File: config.mk
export PLATFORM = sky130hd
export DESIGN_NAME = fixdiv17
export DESIGN_NICKNAME = d
export VERILOG_FILES = /design/src/rtl/fixdiv_pkg.sv /design/src/rtl/fixdiv17_sign_mag.sv /design/src/rtl/fixdiv17.sv
export SDC_FILE = /design/constraint.sdc
export NUM_CORES = 1
export LEC_CHECK = 0
export CORE_ASPECT_RATIO = 0.6
export CORE_MARGIN = 1.5
export CORE_UTILIZATION = 50
export DETAILED_ROUTE_END_ITERATION = 12
export PLACE_DENSITY = 0.71
export SLEW_MARGIN = 20
export SYNTH_ARGS = -nofsm -noshare
export SYNTH_HDL_FRONTEND = slang
export SYNTH_HIERARCHICAL = 1
export SYNTH_SLANG_ARGS = --single-unit
File: constraint.sdc
create_clock -name clk -period 7.8 [get_ports clk]
set_input_delay 1.17 -clock clk [delete_from_list [all_inputs] [get_ports clk]]
set_output_delay 1.17 -clock clk [all_outputs]
set_load 0.01 [all_outputs]
File: src/rtl/fixdiv_pkg.sv
// Shared types and constants for the fixdiv17 sequential fixed-point divider.
package fixdiv_pkg;

  // Operand geometry: 17-bit dividend/quotient, Q1.7 divisor.
  localparam int DW   = 17;
  localparam int CW   = 8;
  localparam int FRAC = 7;

  // Pre-shifted numerator width and the step counter that walks it.
  localparam int NW   = DW + FRAC;
  localparam int CNTW = $clog2(NW);

  // Saturation magnitudes, sized to the rounded-magnitude datapath (NW+1 bits).
  localparam logic [NW:0] POS_MAX = {{(NW + 1 - DW){1'b0}}, 1'b0, {(DW - 1){1'b1}}};
  localparam logic [NW:0] NEG_MAG = {{(NW + 1 - DW){1'b0}}, 1'b1, {(DW - 1){1'b0}}};

  typedef enum logic [1:0] {
    IDLE = 2'd0,
    CALC = 2'd1,
    FIX  = 2'd2,
    DONE = 2'd3
  } state_t;

endpackage

File: src/rtl/fixdiv17_sign_mag.sv
// sign_mag: combinational two's-complement to sign/magnitude split.
// The magnitude is W bits unsigned, so the most negative input maps to 2^(W-1)
// without wrapping.
module sign_mag #(
  parameter int W = 8
) (
  input  logic [W-1:0] value,
  output logic         sign,
  output logic [W-1:0] mag
);

  // Negate negative inputs; the unsigned result covers 2^(W-1).
  always_comb begin
    sign = value[W-1];
    mag  = value[W-1] ? (~value + 1'b1) : value;
  end

endmodule

File: src/rtl/fixdiv17.sv
// fixdiv17: sequential restoring divider, quotient = trunc(dividend * 2^FRAC / divisor),
// saturated to the 17-bit two's-complement range, with divide-by-zero flagging.
// One division in flight; valid/ready handshakes on both sides.
// Optional build macro FIXDIV_ROUND_EN: round half away from zero instead of
// truncating toward zero (same latency).
module fixdiv17
  import fixdiv_pkg::*;
(
  input  logic          clk,
  input  logic          rst,
  input  logic          in_valid,
  output logic          in_ready,
  input  logic [DW-1:0] dividend,
  input  logic [CW-1:0] divisor,
  output logic          out_valid,
  input  logic          out_ready,
  output logic [DW-1:0] quotient,
  output logic          ovf,
  output logic          dz
);

  state_t state_reg, state_next;

  logic            sign_a, sign_b;
  logic [DW-1:0]   mag_a;
  logic [CW-1:0]   mag_b;

  logic [NW-1:0]   num_reg;
  logic [CW-1:0]   den_reg;
  logic [CW-1:0]   rem_reg;
  logic [NW-1:0]   q_reg;
  logic [CNTW-1:0] cnt_reg;
  logic            sign_reg;
  logic            neg_reg;
  logic            dzero_reg;
  logic [DW-1:0]   quotient_reg;
  logic            ovf_reg;
  logic            dz_reg;

  logic [CW:0]     rem_shift;
  logic [CW:0]     rem_sub;
  logic            step_ge;
  logic [CW-1:0]   rem_step;

  logic            round_up;
  logic [NW:0]     mag_round;
  logic [NW:0]     limit;
  logic            sat;
  logic [DW-1:0]   mag_sat;
  logic [DW-1:0]   q_fix;

  sign_mag #(.W(DW)) u_dividend_sm (
    .value (dividend),
    .sign  (sign_a),
    .mag   (mag_a)
  );

  sign_mag #(.W(CW)) u_divisor_sm (
    .value (divisor),
    .sign  (sign_b),
    .mag   (mag_b)
  );

  // One restoring step: bring in the next numerator bit, subtract if it fits.
  always_comb begin
    rem_shift = {rem_reg, num_reg[NW-1]};
    rem_sub   = rem_shift - {1'b0, den_reg};
    step_ge   = (rem_shift >= {1'b0, den_reg});
    rem_step  = step_ge ? rem_sub[CW-1:0] : rem_shift[CW-1:0];
  end

  // Final fix-up: optional rounding, saturation to the signed range, then sign.
  always_comb begin
`ifdef FIXDIV_ROUND_EN
    round_up = ({rem_reg, 1'b0} >= {1'b0, den_reg});
`else
    round_up = 1'b0;
`endif
    mag_round = {1'b0, q_reg} + {{NW{1'b0}}, round_up};
    limit     = sign_reg ? NEG_MAG : POS_MAX;
    sat       = (mag_round > limit);
    mag_sat   = sat ? limit[DW-1:0] : mag_round[DW-1:0];
    // Negating zero yields zero, so no negative-zero case exists.
    q_fix     = sign_reg ? ({DW{1'b0}} - mag_sat) : mag_sat;
  end

  // State register.
  always_ff @(posedge clk) begin
    if (rst) state_reg <= IDLE;
    else     state_reg <= state_next;
  end

  // Next-state logic.
  always_comb begin
    state_next = state_reg;
    case (state_reg)
      IDLE: if (in_valid)              state_next = CALC;
      CALC: if (cnt_reg == '0)         state_next = FIX;
      FIX:                             state_next = DONE;
      DONE: if (out_ready)             state_next = IDLE;
      default:                         state_next = IDLE;
    endcase
  end

  // Handshake outputs decoded from the state.
  always_comb begin
    in_ready  = (state_reg == IDLE);
    out_valid = (state_reg == DONE);
  end

  // Datapath: operand capture, iterative division and result registers.
  always_ff @(posedge clk) begin
    if (rst) begin
      num_reg      <= '0;
      den_reg      <= '0;
      rem_reg      <= '0;
      q_reg        <= '0;
      cnt_reg      <= '0;
      sign_reg     <= 1'b0;
      neg_reg      <= 1'b0;
      dzero_reg    <= 1'b0;
      quotient_reg <= '0;
      ovf_reg      <= 1'b0;
      dz_reg       <= 1'b0;
    end else begin
      case (state_reg)
        IDLE: begin
          if (in_valid) begin
            num_reg   <= {mag_a, {FRAC{1'b0}}};
            den_reg   <= mag_b;
            rem_reg   <= '0;
            q_reg     <= '0;
            cnt_reg   <= CNTW'(NW - 1);
            sign_reg  <= sign_a ^ sign_b;
            neg_reg   <= sign_a;
            dzero_reg <= (divisor == '0);
          end
        end
        CALC: begin
          rem_reg <= rem_step;
          num_reg <= {num_reg[NW-2:0], 1'b0};
          q_reg   <= {q_reg[NW-2:0], step_ge};
          cnt_reg <= cnt_reg - 1'b1;
        end
        FIX: begin
          if (dzero_reg) begin
            quotient_reg <= neg_reg ? NEG_MAG[DW-1:0] : POS_MAX[DW-1:0];
            ovf_reg      <= 1'b0;
            dz_reg       <= 1'b1;
          end else begin
            quotient_reg <= q_fix;
            ovf_reg      <= sat;
            dz_reg       <= 1'b0;
          end
        end
        default: ; // DONE: result held until accepted
      endcase
    end
  end

  assign quotient = quotient_reg;
  assign ovf      = ovf_reg;
  assign dz       = dz_reg;

endmodule

==> impl_metrics.py <==
metrics = {
    "power": {
        "pwr-share-comb_pct": 48.7,
        "power.density_mw_per_mm2": 324.0,
        "p_switching_mw": 0.8397,
        "intPower_mw": 1.135,
        "switching_share_pct": 42.53,
        "leakagePower_nw": 2.332,
        "clkPwrFrac_pct": 20.8,
        "ir_drop_mv": 0.2090,
        "pwr-share-seq_pct": 30.4,
    },
    "global_routing": {
        "antenna_found_initial": 0,
        "grt_max_degree": 80,
        "groute.usage.overall_pct": 24.71,
        "grt_pass1_wl_mm": 22.54,
        "first_global_vias": 4618,
        "grt-ovfl-total": 0,
    },
    "cts": {
        "postCtsSetupBuffers": 0,
        "holdBufCountCts": 0,
        "cts_tree": "built",
        "cts_buffers": 9,
        "cts_buffer_depth": 2,
        "insertion_delay_ns": 0.35,
        "clk_pin_slew_ns": 0.07,
        "h-tree-depth": 3,
        "ctsResizeCount": 0,
        "cts.sinks": 86,
        "cts_root_buf": "clkbuf_16",
    },
    "placement": {
        "place_congestion": 0.8867,
        "place_hpwl_mm": 9.647,
        "portBuffers": 49,
        "dp_cells": 812,
    },
    "yosys": {
        "synth_commonest_cells": "86 x dfxtp_1, 82 x nor2_1, 64 x nand2_1",
        "synth_top_cells_by_area": "dfxtp_1 32%, ha_1 7.9%, nor2_1 5.8%",
        "yosysUniqueCellTypes": 75,
        "netlist_area_sq_mm": 0.005353,
        "synth-main-ff-cell": "dfxtp_1",
        "synth_seq_cells": 86,
        "synth_warnings": 6,
        "synth-edff-count": 0,
        "synth_top_cell_area_share_pct": 32.16,
        "yosysSeqAreaShare_pct": 32.16,
        "syn_area_per_cell_sq_um": 8.025,
        "syn-num-nets": 731,
        "synth.most_common_cell": "dfxtp_1",
        "synthCells": 667,
        "ys_async_sr_fraction_pct": 0,
        "synth_top_area_cell": "dfxtp_1",
    },
    "drt": {
        "drtPass1Iterations": 4,
        "postRouteAntennaNets": 0,
        "via_count": 4952,
        "wl_per_cell_um": 16.24,
        "drc": 0,
        "via_per_inst": 5.981,
        "drt-total-wl_mm": 13.44,
        "drt_iter0_drc": 353,
    },
    "timing": {
        "slew_headroom_pct": 32.46,
        "tightest_slew_ns": 1.013,
        "rsz0062_at_grt": "false",
        "min_period_ns": 4.738,
        "finalCritPeriodShare_pct": 60.74,
        "skew_ns": 0.007560,
        "hold_viol": 0,
        "tns_ns": 0,
        "timing.fmax_mhz": 211.1,
        "slew_violations": 0,
        "setup_viol": 0,
    },
    "run": {
        "maxCapViolCount": 0,
    },
    "floorplan": {
        "die_w_um": 136.6,
        "row_count": 29,
        "die_area_sq_mm": 0.01136,
        "core_sq_mm": 0.01049,
        "fp.dieH_um": 83.15,
        "start_util_pct": 51.04,
        "num_io_pins": 50,
    },
    "worst_setup_path": {
        "path_class": "reg -> reg",
        "cp_data_arrival_time_ns": 4.96,
        "crit_path_end_kind": "register",
        "critPathRequiredTime_ns": 8.03,
        "worstPathMaxFanout": 40,
        "startpoint_type": "register",
    },
    "finish": {
        "syn2layout_area_growth_pct": 13.84,
        "nets": 748,
        "largest_register_ffs": 24,
        "drive_gt1_share_pct": 6.531,
        "final_cells": 828,
        "diodes": 0,
    },
    "status": {
        "status": "complete, no violations",
    },
    "min_path": {
        "min_path_type": "reg -> reg",
    },
}
==> per-stage QoR <==
| stage | cell area, sq um | setup slack (ns) | hold slack, ns | utilization [%] | power (mW) |
|---|---|---|---|---|---|
| after floorplan | 5353 | 3.823 | 0.4363 | - | 1.323 |
| after detailed placement | 5812 | 3.177 | 0.4505 | 55.42 | 1.559 |
| final | 6093 | 3.062 | 0.4587 | 58.11 | 1.974 |
| after CTS | 6093 | 3.161 | 0.4595 | 58.11 | 1.971 |
| after global placement | 5812 | 3.396 | 0.4480 | 55.42 | 1.521 |
| after global routing | 6093 | 2.743 | 0.4834 | 58.11 | 2.122 |
==> cells by family after synthesis <==
group / share of synthesized area [%]
fa+ha+maj: 8.322
simple gates: 21.95
mux: 2.057
xor+xnor: 4.745
compound gates: 24.50
flops: 32.16
buf+inv: 6.264
==> worst paths after layout <==
| kind | from | slack, ns | depth (start not counted) | to |
|---|---|---|---|---|
| min reg2reg | den_reg[2] | 0.46 | 2 | den_reg[2] |
| max | sign_reg | 3.06 | 14 | quotient[16] |
| max reg2reg | sign_reg | 3.06 | 14 | quotient[16] |
| min | den_reg[2] | 0.46 | 2 | den_reg[2] |
==> cell usage in the layout (no fill, tap or decap), drive strengths merged, types with 28 or more instances in the layout <==
master,netlist,routed
nor3,30,30
a21oi,39,39
nor2,82,82
inv,29,32
dfxtp,86,86
o21ai,40,40
a22oi,28,28
nand2,64,64
clkdlybuf4s50,0,48
ha,34,34
==> final cells by class <==
cell class                      count  area (sq um)
Inverter                           30         112.6
Tap cell                          139         173.9
Fill cell                         901          4393
Clock buffer                        9         225.2
Sequential cell                    86          1722
Timing Repair Buffer               52         508.0
Clock inverter                      7         56.30
Multi-Input combinational cell    505          3296
==> power groups by stage <==
stage | combinational (mW) | sequential [mW] | clock, mW
6_report | 0.962 | 0.601 | 0.411
5_1_grt | 1.07 | 0.612 | 0.440
4_1_cts | 0.955 | 0.599 | 0.417
3_5_place_dp | 0.952 | 0.607 | 0
3_3_place_gp | 0.918 | 0.603 | 0
2_1_floorplan | 0.725 | 0.598 | 0
==> per-layer routing <==
metal,vias up,routed length (um),track usage (%)
met5,-,0,0
met4,0,206,7.447
met3,21,831,5.739
met2,180,5760,36.68
met1,2320,6644,35.37
li1,2431,-,-
==> critical path, stage by stage (launching register included) <==
cell and delay [ns]:
dfxtp_1 0.31, buf_4 0.37, inv_1 0.39, ha_1 0.44
nand3_2 0.12, nor4_2 0.32, and3b_1 0.56, nor2_1 0.21
o21ai_0 0.32, ha_1 0.41, nand3_2 0.18, o41ai_2 0.36
xnor2_1 0.16, a21oi_1 0.08, a2111oi_1 0.39
Note: power is estimated with default switching activity, not from simulation.
